## config.mk

```make
export PLATFORM = sky130hd
export DESIGN_NAME = edge_injector_flat
export DESIGN_NICKNAME = d
export VERILOG_FILES = /design/src/rtl/edge_injector_if.sv /design/src/rtl/edge_injector.sv /design/src/flat_wrapper.sv
export SDC_FILE = /design/constraint.sdc
export NUM_CORES = 1
export LEC_CHECK = 0
export CAP_MARGIN = 20
export CORE_MARGIN = 2
export CORE_UTILIZATION = 25
export DETAILED_ROUTE_END_ITERATION = 7
export PLACE_DENSITY = 0.51
export RECOVER_POWER = 50
export SKIP_CTS_REPAIR_TIMING = 1
export SLEW_MARGIN = 5
export SYNTH_ARGS = -nofsm -noshare
export SYNTH_HDL_FRONTEND = slang
export SYNTH_SLANG_ARGS = --single-unit
export TNS_END_PERCENT = 5
```

## constraint.sdc

```tcl
create_clock -name clk -period 4.16 [get_ports clk]
set_clock_uncertainty 0.1 [all_clocks]
set_input_delay 0.416 -clock clk [delete_from_list [all_inputs] [get_ports clk]]
set_output_delay 0.416 -clock clk [all_outputs]
set_load 0.05 [all_outputs]
```

## src/rtl/edge_injector_if.sv

```systemverilog
// edge_injector_if: host-side valid/ready flit handshake into the edge injector.
interface edge_injector_if;
  logic [19:0] data;
  logic valid;
  logic ready;
  modport master (output data, valid, input ready);
  modport slave (input data, valid, output ready);
endinterface

```

## src/rtl/edge_injector.sv

```systemverilog
// edge_injector: buffers host flits in a FIFO and drives one mesh edge link with credit flow control.
// Optional EDGE_INJECTOR_STATS_EN adds the sent_cnt port (flits sent, wrapping).
module edge_injector #(
  parameter int FIFO_DEPTH = 4,
  parameter int CREDITS = 4
) (
  input  logic clk,
  input  logic RST,
  input  logic [3:0] position,
  edge_injector_if.slave host,
  output logic [19:0] o,
  output logic vo,
  input  logic ci,
  output logic [1:0] st,
  output logic err,
  output logic [7:0] drop_cnt
`ifdef EDGE_INJECTOR_STATS_EN
  , output logic [15:0] sent_cnt
`endif
);
  localparam int AW = (FIFO_DEPTH > 1) ? $clog2(FIFO_DEPTH) : 1;
  localparam logic [AW:0] DEPTH = (AW+1)'(FIFO_DEPTH);
  localparam logic [3:0] CMAX = 4'(CREDITS);
  localparam logic [1:0] IDLE = 2'd0;
  localparam logic [1:0] SEND = 2'd1;
  localparam logic [1:0] STALL = 2'd2;
  logic [19:0] mem [FIFO_DEPTH];
  logic [AW-1:0] wp, rp;
  logic [AW:0] cnt, cnt_n;
  logic [3:0] cred, cred_n;
  logic [1:0] st_n;
  logic acc, drop, push, send, ovf;
  assign host.ready = cnt != DEPTH;
  // send uses the registered credit count, so a credit arriving now only helps next cycle
  always_comb begin
    acc = host.valid & host.ready;
    drop = acc & (host.data[19:16] == position);
    push = acc & ~drop;
    send = (cnt != '0) & (cred != '0);
    ovf = ci & ~send & (cred == CMAX);
    cnt_n = cnt + (AW+1)'(push) - (AW+1)'(send);
    cred_n = (ci & ~send & ~ovf) ? cred + 4'd1 : (send & ~ci) ? cred - 4'd1 : cred;
    st_n = (cnt_n == '0) ? IDLE : (cred_n != '0) ? SEND : STALL;
  end
  always_ff @(posedge clk)
    if (push) mem[wp] <= host.data;
  always_ff @(posedge clk or posedge RST)
    if (RST) begin
      wp <= '0;
      rp <= '0;
      cnt <= '0;
      cred <= CMAX;
      o <= '0;
      vo <= 1'b0;
      st <= IDLE;
      err <= 1'b0;
      drop_cnt <= '0;
    end else begin
      if (push) wp <= wp + AW'(1);
      if (send) begin
        rp <= rp + AW'(1);
        o <= mem[rp];
      end
      vo <= send;
      cnt <= cnt_n;
      cred <= cred_n;
      st <= st_n;
      err <= err | ovf;
      if (drop && drop_cnt != 8'hff) drop_cnt <= drop_cnt + 8'd1;
    end
`ifdef EDGE_INJECTOR_STATS_EN
  always_ff @(posedge clk or posedge RST)
    if (RST) sent_cnt <= '0;
    else if (send) sent_cnt <= sent_cnt + 16'd1;
`endif
endmodule
```

## src/flat_wrapper.sv

```systemverilog
// flat-port wrapper written by rule: the top's interface ports become plain ports
module edge_injector_flat 
#(
  parameter int FIFO_DEPTH = 4,
  parameter int CREDITS = 4
)
  (clk, RST, position, o, vo, ci, st, err, drop_cnt, host_data, host_valid, host_ready);
  edge_injector_if host_i ();
  input  logic clk;
  input  logic RST;
  input  logic [3:0] position;
  output logic [19:0] o;
  output logic vo;
  input  logic ci;
  output logic [1:0] st;
  output logic err;
  output logic [7:0] drop_cnt;
  input wire logic [$bits(host_i.data)-1:0] host_data;
  input wire logic [$bits(host_i.valid)-1:0] host_valid;
  output wire logic [$bits(host_i.ready)-1:0] host_ready;
  assign host_i.data = host_data;
  assign host_i.valid = host_valid;
  assign host_ready = host_i.ready;
  edge_injector #(.FIFO_DEPTH(FIFO_DEPTH), .CREDITS(CREDITS)) u_core (.clk(clk), .RST(RST), .position(position), .host(host_i), .o(o), .vo(vo), .ci(ci), .st(st), .err(err), .drop_cnt(drop_cnt));
endmodule
```

Word level (Yosys, flattened, before mapping)
Memories as Yosys holds them, arrays and structs flattened. A register that Yosys moved wholly into a read port is not among the register bits. Index checks and enable logic that the tools add are counted.

Add/subtract/negate cells: 7. Equal/unequal tests: 4. Mux-type cells: 6. Bitwise operators: 13. Reductions and logical operators: 5.

Operator list (number): $add A8 B1 Y8 const B (1); $and A1 B1 Y1 (8); $mux W4 (2); $ne A8 B8 Y1 const B (1); $reduce_bool A4 Y1 (2); $add A2 B1 Y2 const B (2); $add A4 B1 Y4 const B (1); $eq A4 B3 Y1 const B (1); $eq A4 B4 Y1 (1); $mux W2 (2); $not A1 Y1 (4); $sub A4 B1 Y4 const B (1); $add A3 B1 Y3 (1); $logic_not A3 Y1 (1); $ne A3 B3 Y1 const B (1); $reduce_bool A3 Y1 (1); $sub A3 B1 Y3 (1); $mux W1 (2); $logic_and A1 B1 Y1 (1); $or A1 B1 Y1 (1).

Flip-flop bits (word level): 23. Memory bits (writable): 80. Logic and storage cells: 44. Memories: 1.

Memories: u_core.mem (words 4, bits a word 20, rd ports 1, clocked after memory_dff 1, write ports 1, line edge_injector.sv:27) `logic [19:0] mem [FIFO_DEPTH];`.

Logic depth before layout (Yosys ltp)
Gate-level depths: netlist (run 1).

Word-level depth: 11. Depth in mapped cells: 16.

Least setup slack after synthesis (run 1)
No wires, ideal clock.

Path kind: reg2reg. From: reg u_core.cred[0]. To: reg u_core.st[0]. Setup time: 0.142 ns. Arrival: 2.951 ns. Data required time: 3.918 ns. Setup slack: 0.967 ns. Stages on the path, launching flop included: 17. Buffers on the path: 2. Clock period less this slack: 3.193 ns. Cell sequence: dfrtp_1 > inv_1 > ha_1 > nor3b_2 > or2_1 > buf_6 > inv_2 > buf_2 > ha_1 > inv_1 > ha_1 > inv_1 > fa_1 > xnor2_1 > xnor2_1 > nor3_1 > a31oi_1.

Elaborated cells on any way between the ends: 18. Those cells by class: 3 x add/sub; 1 x eq/ne; 4 x mux; 7 x bitwise; 3 x reduce/logical.

RTL lines: from (decl) (line edge_injector.sv:30) `logic [3:0] cred, cred_n;`; from (signal assigned) (line edge_injector.sv:66) `cred <= cred_n;`; $reduce_bool A4 Y1 (line edge_injector.sv:39) `send = (cnt != '0) & (cred != '0);`; $and A1 B1 Y1 (line edge_injector.sv:39); via u_core.send (line edge_injector.sv:32) `logic acc, drop, push, send, ovf;`; $sub A3 B1 Y3 (line edge_injector.sv:41) `cnt_n = cnt + (AW+1)'(push) - (AW+1)'(send);`; via u_core.cnt_n[2] (line edge_injector.sv:29) `logic [AW:0] cnt, cnt_n;`; $logic_not A3 Y1 (line edge_injector.sv:43) `st_n = (cnt_n == '0) ? IDLE : (cred_n != '0) ? SEND : STALL;`; $mux W2 (line edge_injector.sv:43); via u_core.st_n[0] (line edge_injector.sv:31) `logic [1:0] st_n;`; to (signal assigned) (line edge_injector.sv:67) `st <= st_n;`; to (decl) (line edge_injector.sv:14) `output logic [1:0] st,`.

The timed path passes the listed nets, and every way through them passes these cells. A chain may end at the register's enable or synchronous reset.

Worst setup path after layout (run 1)
From: reg u_core.cred[0]. To: reg u_core.st[0].

Elaborated cells on any way between the ends: 18. Those cells by class: 3 x add/sub; 1 x eq/ne; 4 x mux; 7 x bitwise; 3 x reduce/logical.

RTL lines (line): $reduce_bool A4 Y1 (edge_injector.sv:39); $and A1 B1 Y1 (edge_injector.sv:39); $sub A3 B1 Y3 (edge_injector.sv:41); via u_core.cnt_n[2] (edge_injector.sv:29); $logic_not A3 Y1 (edge_injector.sv:43); $mux W2 (edge_injector.sv:43); via u_core.st_n[0] (edge_injector.sv:31).

The timed path passes the listed nets, and every way through them passes these cells.

==> run metrics, run 1 <==
relative slew slack=15.9%; CP Launch Type=flop; hpwl dp=6.06 mm; final hold vios=0; worst reg-to-reg path cell count=14; clock sinks=123; Slew @ Worst Pin=1260 ps; Die ar.=20700 µm²; hold slack=380 ps; nets=379; standard-cell row count=just over 50; top_reg_cell synth=edfxtp_1; CORE AREA=between 15000 and 20000 µm²; Min-Delay Path Class=reg -> reg; synth top area cells=edfxtp_1 (49%), dfrtp_1 (21%), mux4_2 (9.2%), mux2_2 (5.1%), xnor2_1 (2.9%); H-Tree Depth=4; maximum VDD drop=approximately 0.00031 V; type of destination of the critical path=flop; largest net degree at the start of global routing=44; gr usage total=10.4%; design area=6430 µm²; initial core utilization=25.3%; drt first pass iters=4; Hold Crit Endpoint=u_core.err; Async SR Flop Fraction=35.0%; reg-to-reg startpoint=u_core.cred[0]; Vias/cell=around 4.1; placed inst area=5840 µm²; Seq cells post-synth=123; # Max-Cap Violations=0; Fin Setup TNS=0 ps; commonest cells after routing, fill and taps aside=edfxtp_1 (80), dfrtp_1 (41), dlygate4sd3_1 (30), clkdlybuf4s50_1 (30), mux2_2 (22); initial antenna violation count=0; most common cell after layout, fill and taps aside=edfxtp_1; post-synthesis cell area=4900 µm²; Worst R2R Setup Slack=approximately 780 ps; Vias=2524; Syn Inst Count=264; Root Buffer=clkbuf_16; CP arrival=around 3600 ps; Leak Pwr=0.00234 µW; CTS Buffer Depth=2; Worst EP required=between 4000 and 5000 ps; CTS clk-pin slew, worst paths=60 ps; area share of the largest cell type after synthesis=49.0%; Residual DRC=0; RSZ-0062 raised after global routing=no; Clk Latency, worst-skew pair=410 ps; DRT Wirelength=9.70 mm; final period utilization=81.4%; Num CTS Buffers=17; Avg Inst Size Synth=18.6 µm²; Die Ht=144 µm; share of cells above drive strength 1=24.0%; Syn-to-layout area delta=31.3%; Final Util=33.3%; Top Ports=around 60; Post-synth EDFFs=80; DIE WIDTH=between 100 and 150 µm; PortBufs=60; Final min period=about 3400 ps; GRT overflow=0; Yosys top cell by area=edfxtp_1; reg2reg end=u_core.st[0]; Syn Nets=302; PD cells=817 nW/µm²; fmax=0.295 GHz; yosys synthesis warning count=0; Initial DRC Count=about 140; # diodes=0; vias in the first global route=about 2800; drt wl/cell=15.7 µm; fin. max-slew vios=0; GPL Wtd Cong=slightly above 0.7; register area share after synthesis=between 70% and 80%; Routed Antenna Nets=0; final setup fails=0; worst hold path depth=1; post-synth cell types=40; beginning of the worst hold path=u_core.err; status=finished, final reports clean; CTS tree=built; global-route wire length before repair=about 15 mm; maximum net fanout on the critical path=7; crit path kind=reg -> reg
## power breakdown
group / total [µW] / internal [µW] / switching, µW / leakage (µW)
Sequential: 1920 / 1670 / 245 / 0.00125
Combinational: 1870 / 825 / 1050 / 0.000800
Clock: 1470 / 952 / 514 / 0.000290
## state kept, by name (all words and copies together), names as in the netlist
| signal | cells |
|---|---|
| u_core.err | 1 |
| u_core.drop_cnt | 8 |
| u_core.cnt | 3 |
| u_core.wp | 2 |
| u_core.rp | 2 |
| u_core.st | 2 |
| u_core.mem | 80 |
| u_core.vo | 1 |
| u_core.cred | 4 |
| u_core.o | 20 |
## layout make-up
| type | instances | area [µm²] |
|---|---|---|
| Fill cell | 1868 | 12900 |
| Sequential cell | 123 | 3480 |
| Multi-Input combinational cell | 120 | 1330 |
| Timing Repair Buffer | 67 | 657 |
| Clock buffer | 20 | 447 |
| Tap cell | 265 | 332 |
| Clock inverter | 12 | 148 |
| Inverter | 12 | 45.0 |
## how the worst max path moves through the flow
stage / from / end / slack (ps) / cells after the start
after global routing: u_core.cred[0] / u_core.st[0] / 460 / 14
after floorplan: u_core.cred[0] / u_core.st[0] / 970 / 16
after detailed placement: host_data[17] / u_core.st[0] / 780 / 11
final: u_core.cred[0] / u_core.st[0] / 780 / 14
after global placement: host_data[19] / u_core.st[0] / 920 / 11
after CTS: u_core.cred[0] / u_core.st[0] / 940 / 14
## worst max-delay path, stage by stage (launching register included)
cell	delay, ps
dfrtp_1	450
inv_1	90
ha_1	200
nor3b_1	320
or2_0	350
inv_2	80
ha_1	290
inv_1	60
ha_1	130
inv_1	50
fa_1	380
xnor2_1	150
xnor2_1	140
nor3_1	380
a31oi_1	80
## synthesized netlist by cell type (2+ instances only)
cell,count
a21o_1,2
nand4_1,4
xor2_1,2
edfxtp_1,80
and3_1,3
mux4_2,20
dfrtp_1,42
buf_2,4
nand3_1,2
o21ai_0,3
clkbuf_1,4
mux2i_1,2
inv_1,10
nand2_1,10
inv_2,2
and2_1,5
mux2_2,22
ha_1,9
nor2_1,2
xnor2_1,16
## cells by family (layout without fill, tap and decap cells)
| logic type | after synthesis | count (layout) | synth area share [%] |
|---|---|---|---|
| AO/OA/AOI/OAI | 12 | 12 | 1.94 |
| XOR/XNOR | 18 | 18 | 3.22 |
| adder cells (fa/ha/maj) | 10 | 10 | 2.71 |
| buffers and inverters | 21 | 111 | 1.86 |
| flip-flops | 123 | 123 | 71.0 |
| multiplexers | 44 | 44 | 14.7 |
| AND/OR/NAND/NOR | 36 | 36 | 4.62 |
## per-stage QoR
stage,power (µW),setup slack [ps],std cells
global route,5580,465,619
floorplan,3280,967,264
finish,5260,775,619
global placement,3850,921,585
CTS,5390,935,618
detailed placement,3900,779,586
## layer usage
layer / wire length [µm] / share of wire (%) / vias to the layer above / track usage (%)
met5: 0 / 0 / - / 0
met4: 238 / 2.5 / 0 / 5.57
met3: 454 / 4.7 / 17 / 3.31
met2: 4920 / 51 / 50 / 17.9
met1: 4090 / 42 / 1294 / 11.4
li1: - / - / 1163 / -
Power figures use the tool's default switching activity.
==> run 2: changes to the inputs <==
==> constraint.sdc (replaced) <==
create_clock -name clk -period 3.5 [get_ports clk]
set_clock_uncertainty 0.1 [all_clocks]
set_input_delay 0.35 -clock clk [delete_from_list [all_inputs] [get_ports clk]]
set_output_delay 0.35 -clock clk [all_outputs]
set_load 0.05 [all_outputs]
==> run 2 against run 1 <==
Effect of this change:
- first-iteration DRC count increased by 14%
- via count is essentially flat
- flip-flop and latch count is the same
- register-to-register slack worse by 410 ps
- largest cell class unchanged
- largest power group unchanged
==> run metrics, run 2 (synthesis gave the netlist of run 1 again) <==
reg2reg end=u_core.st[0]; fin. max-slew vios=0; # Max-Cap Violations=0; Fin Setup TNS=0 ps; initial core utilization=25.3%; H-Tree Depth=4; maximum net fanout on the critical path=7; worst hold path depth=1; Biggest register=u_core.mem; nets=384; crit path kind=reg -> reg; Clk pwr share=about 29%; fillcell total=1850; reg-to-reg startpoint=u_core.cred[0]; status=finished, final reports clean; initial antenna violation count=0; hold slack=roughly 380 ps; share of cells above drive strength 1=between 20% and 30%; RSZ-0062 raised after global routing=no; CTS Buffer Depth=2; CORE AREA=19300 µm²; GPL Wtd Cong=0.720; vias in the first global route=2781; Syn-to-layout area delta=32.4%; Initial DRC Count=161; global-route wire length before repair=15.6 mm; post-route setup slack=369 ps; worst reg-to-reg path cell count=14; Slew @ Worst Pin=approximately 1400 ps; relative slew slack=4.46%; Sequential Power Share=a little over a third; Final Util=33.6%; Leak Pwr=0.00237 µW; final hold vios=0; design area=around 6500 µm²; Vias=2526; largest net degree at the start of global routing=27; Net Switching=between 2000 and 2500 µW; Pint=4200 µW; commonest cells after routing, fill and taps aside=edfxtp_1 (80), dfrtp_1 (41), dlygate4sd3_1 (31); Vias/cell=4.05; Routed Antenna Nets=0; Hold Crit Endpoint=u_core.err; Final min period=3130 ps; placed inst area=5880 µm²; Min-Delay Path Class=reg -> reg; sw frac=34.0%; Setup Slack @ Placement=389 ps; CP startpoint=u_core.cred[0]; standard-cell row count=51; combinational share of power=a little over a third; CTS clk-pin slew, worst paths=50 ps; Residual DRC=0; Worst R2R Setup Slack=370 ps; final period utilization=89.5%; max FFs per register=80; drt first pass iters=4; type of destination of the critical path=flop; Top Ports=around 60; beginning of the worst hold path=u_core.err; clock sinks=123; fmax=0.319 GHz; Num CTS Buffers=17; CP Launch Type=flop; maximum VDD drop=between 0.0003 and 0.0004 V; CP arrival=3300 ps; DRT Wirelength=about 9.8 mm; Clk Latency, worst-skew pair=410 ps; Root Buffer=clkbuf_16; gr usage total=10.6%; Largest regs=u_core.mem: 80 flops, u_core.o: 20 flops, u_core.drop_cnt: 8 flops; Die Ht=144 µm; Worst EP required=about 3700 ps; most common cell after layout, fill and taps aside=edfxtp_1; drt wl/cell=15.7 µm; # diodes=0; Die ar.=just over 20000 µm²; PD cells=980 nW/µm²; hpwl dp=6.42 mm; PortBufs=60; final setup fails=0; DIE WIDTH=144 µm; CTS tree=built; GRT overflow=0
## run 2: worst max path at each step
stage / to / slack, ps
after floorplan: u_core.st[0] / 310
after global placement: u_core.st[0] / 490
after detailed placement: u_core.st[0] / 390
after CTS: u_core.st[0] / 370
after global routing: u_core.st[0] / 110
final: u_core.st[0] / 370
## run 2: metal layers
metal / track usage (%) / up-vias / share of wire (%)
met1: 11.9 / 1304 / 42
met4: 4.33 / 0 / 1.3
met5: 0 / - / 0
li1: - / 1174 / -
met3: 4.07 / 9 / 4.0
met2: 18.1 / 39 / 53
## run 2: power groups by stage
stage                     Combinational, µW  Clock, µW  Sequential, µW
after floorplan                        1190          0            2710
after global placement                 2290          0            2310
after detailed placement               2320          0            2330
after CTS                              2330       1880            2300
after global routing                   2430       1950            2350
final                                  2250       1830            2280
## run 2: final cells by class
| class | instances | area [µm²] | share of cell area, % |
|---|---|---|---|
| Multi-Input combinational cell | 120 | 1320 | 20.4 |
| Clock buffer | 20 | 457 | 7.04 |
| Sequential cell | 123 | 3480 | 53.6 |
| Inverter | 12 | 45.0 | 0.694 |
| Timing Repair Buffer | 72 | 683 | 10.5 |
| Tap cell | 265 | 332 | 5.11 |
| Clock inverter | 12 | 169 | 2.60 |
## run 2: through the flow
step / total power, µW / instances
after detailed placement: 4650 / 592
final: 6360 / 624
after global placement: 4600 / 592
after CTS: 6510 / 624
after floorplan: 3900 / 264
after global routing: 6730 / 624
## run 2: critical path: stages, from the launching register on
cell and delay [ps]:
dfrtp_1 450, inv_1 90, ha_1 180, nor3b_2 230
or2_1 250, inv_2 60, ha_1 280, inv_1 50
ha_1 120, inv_1 40, fa_1 370, xnor2_1 150
xnor2_1 150, nor3_1 380, a31oi_1 80
==> run 3: changes to the inputs <==
--- a/config.mk
+++ b/config.mk
@@ -5,7 +5,6 @@
 export SDC_FILE = /design/constraint.sdc
 export NUM_CORES = 1
 export LEC_CHECK = 0
-export CAP_MARGIN = 20
 export CORE_MARGIN = 2
 export CORE_UTILIZATION = 25
 export DETAILED_ROUTE_END_ITERATION = 7
==> results of run 3 <==
Final layout, timing and power as in run 2 (identical DEF).
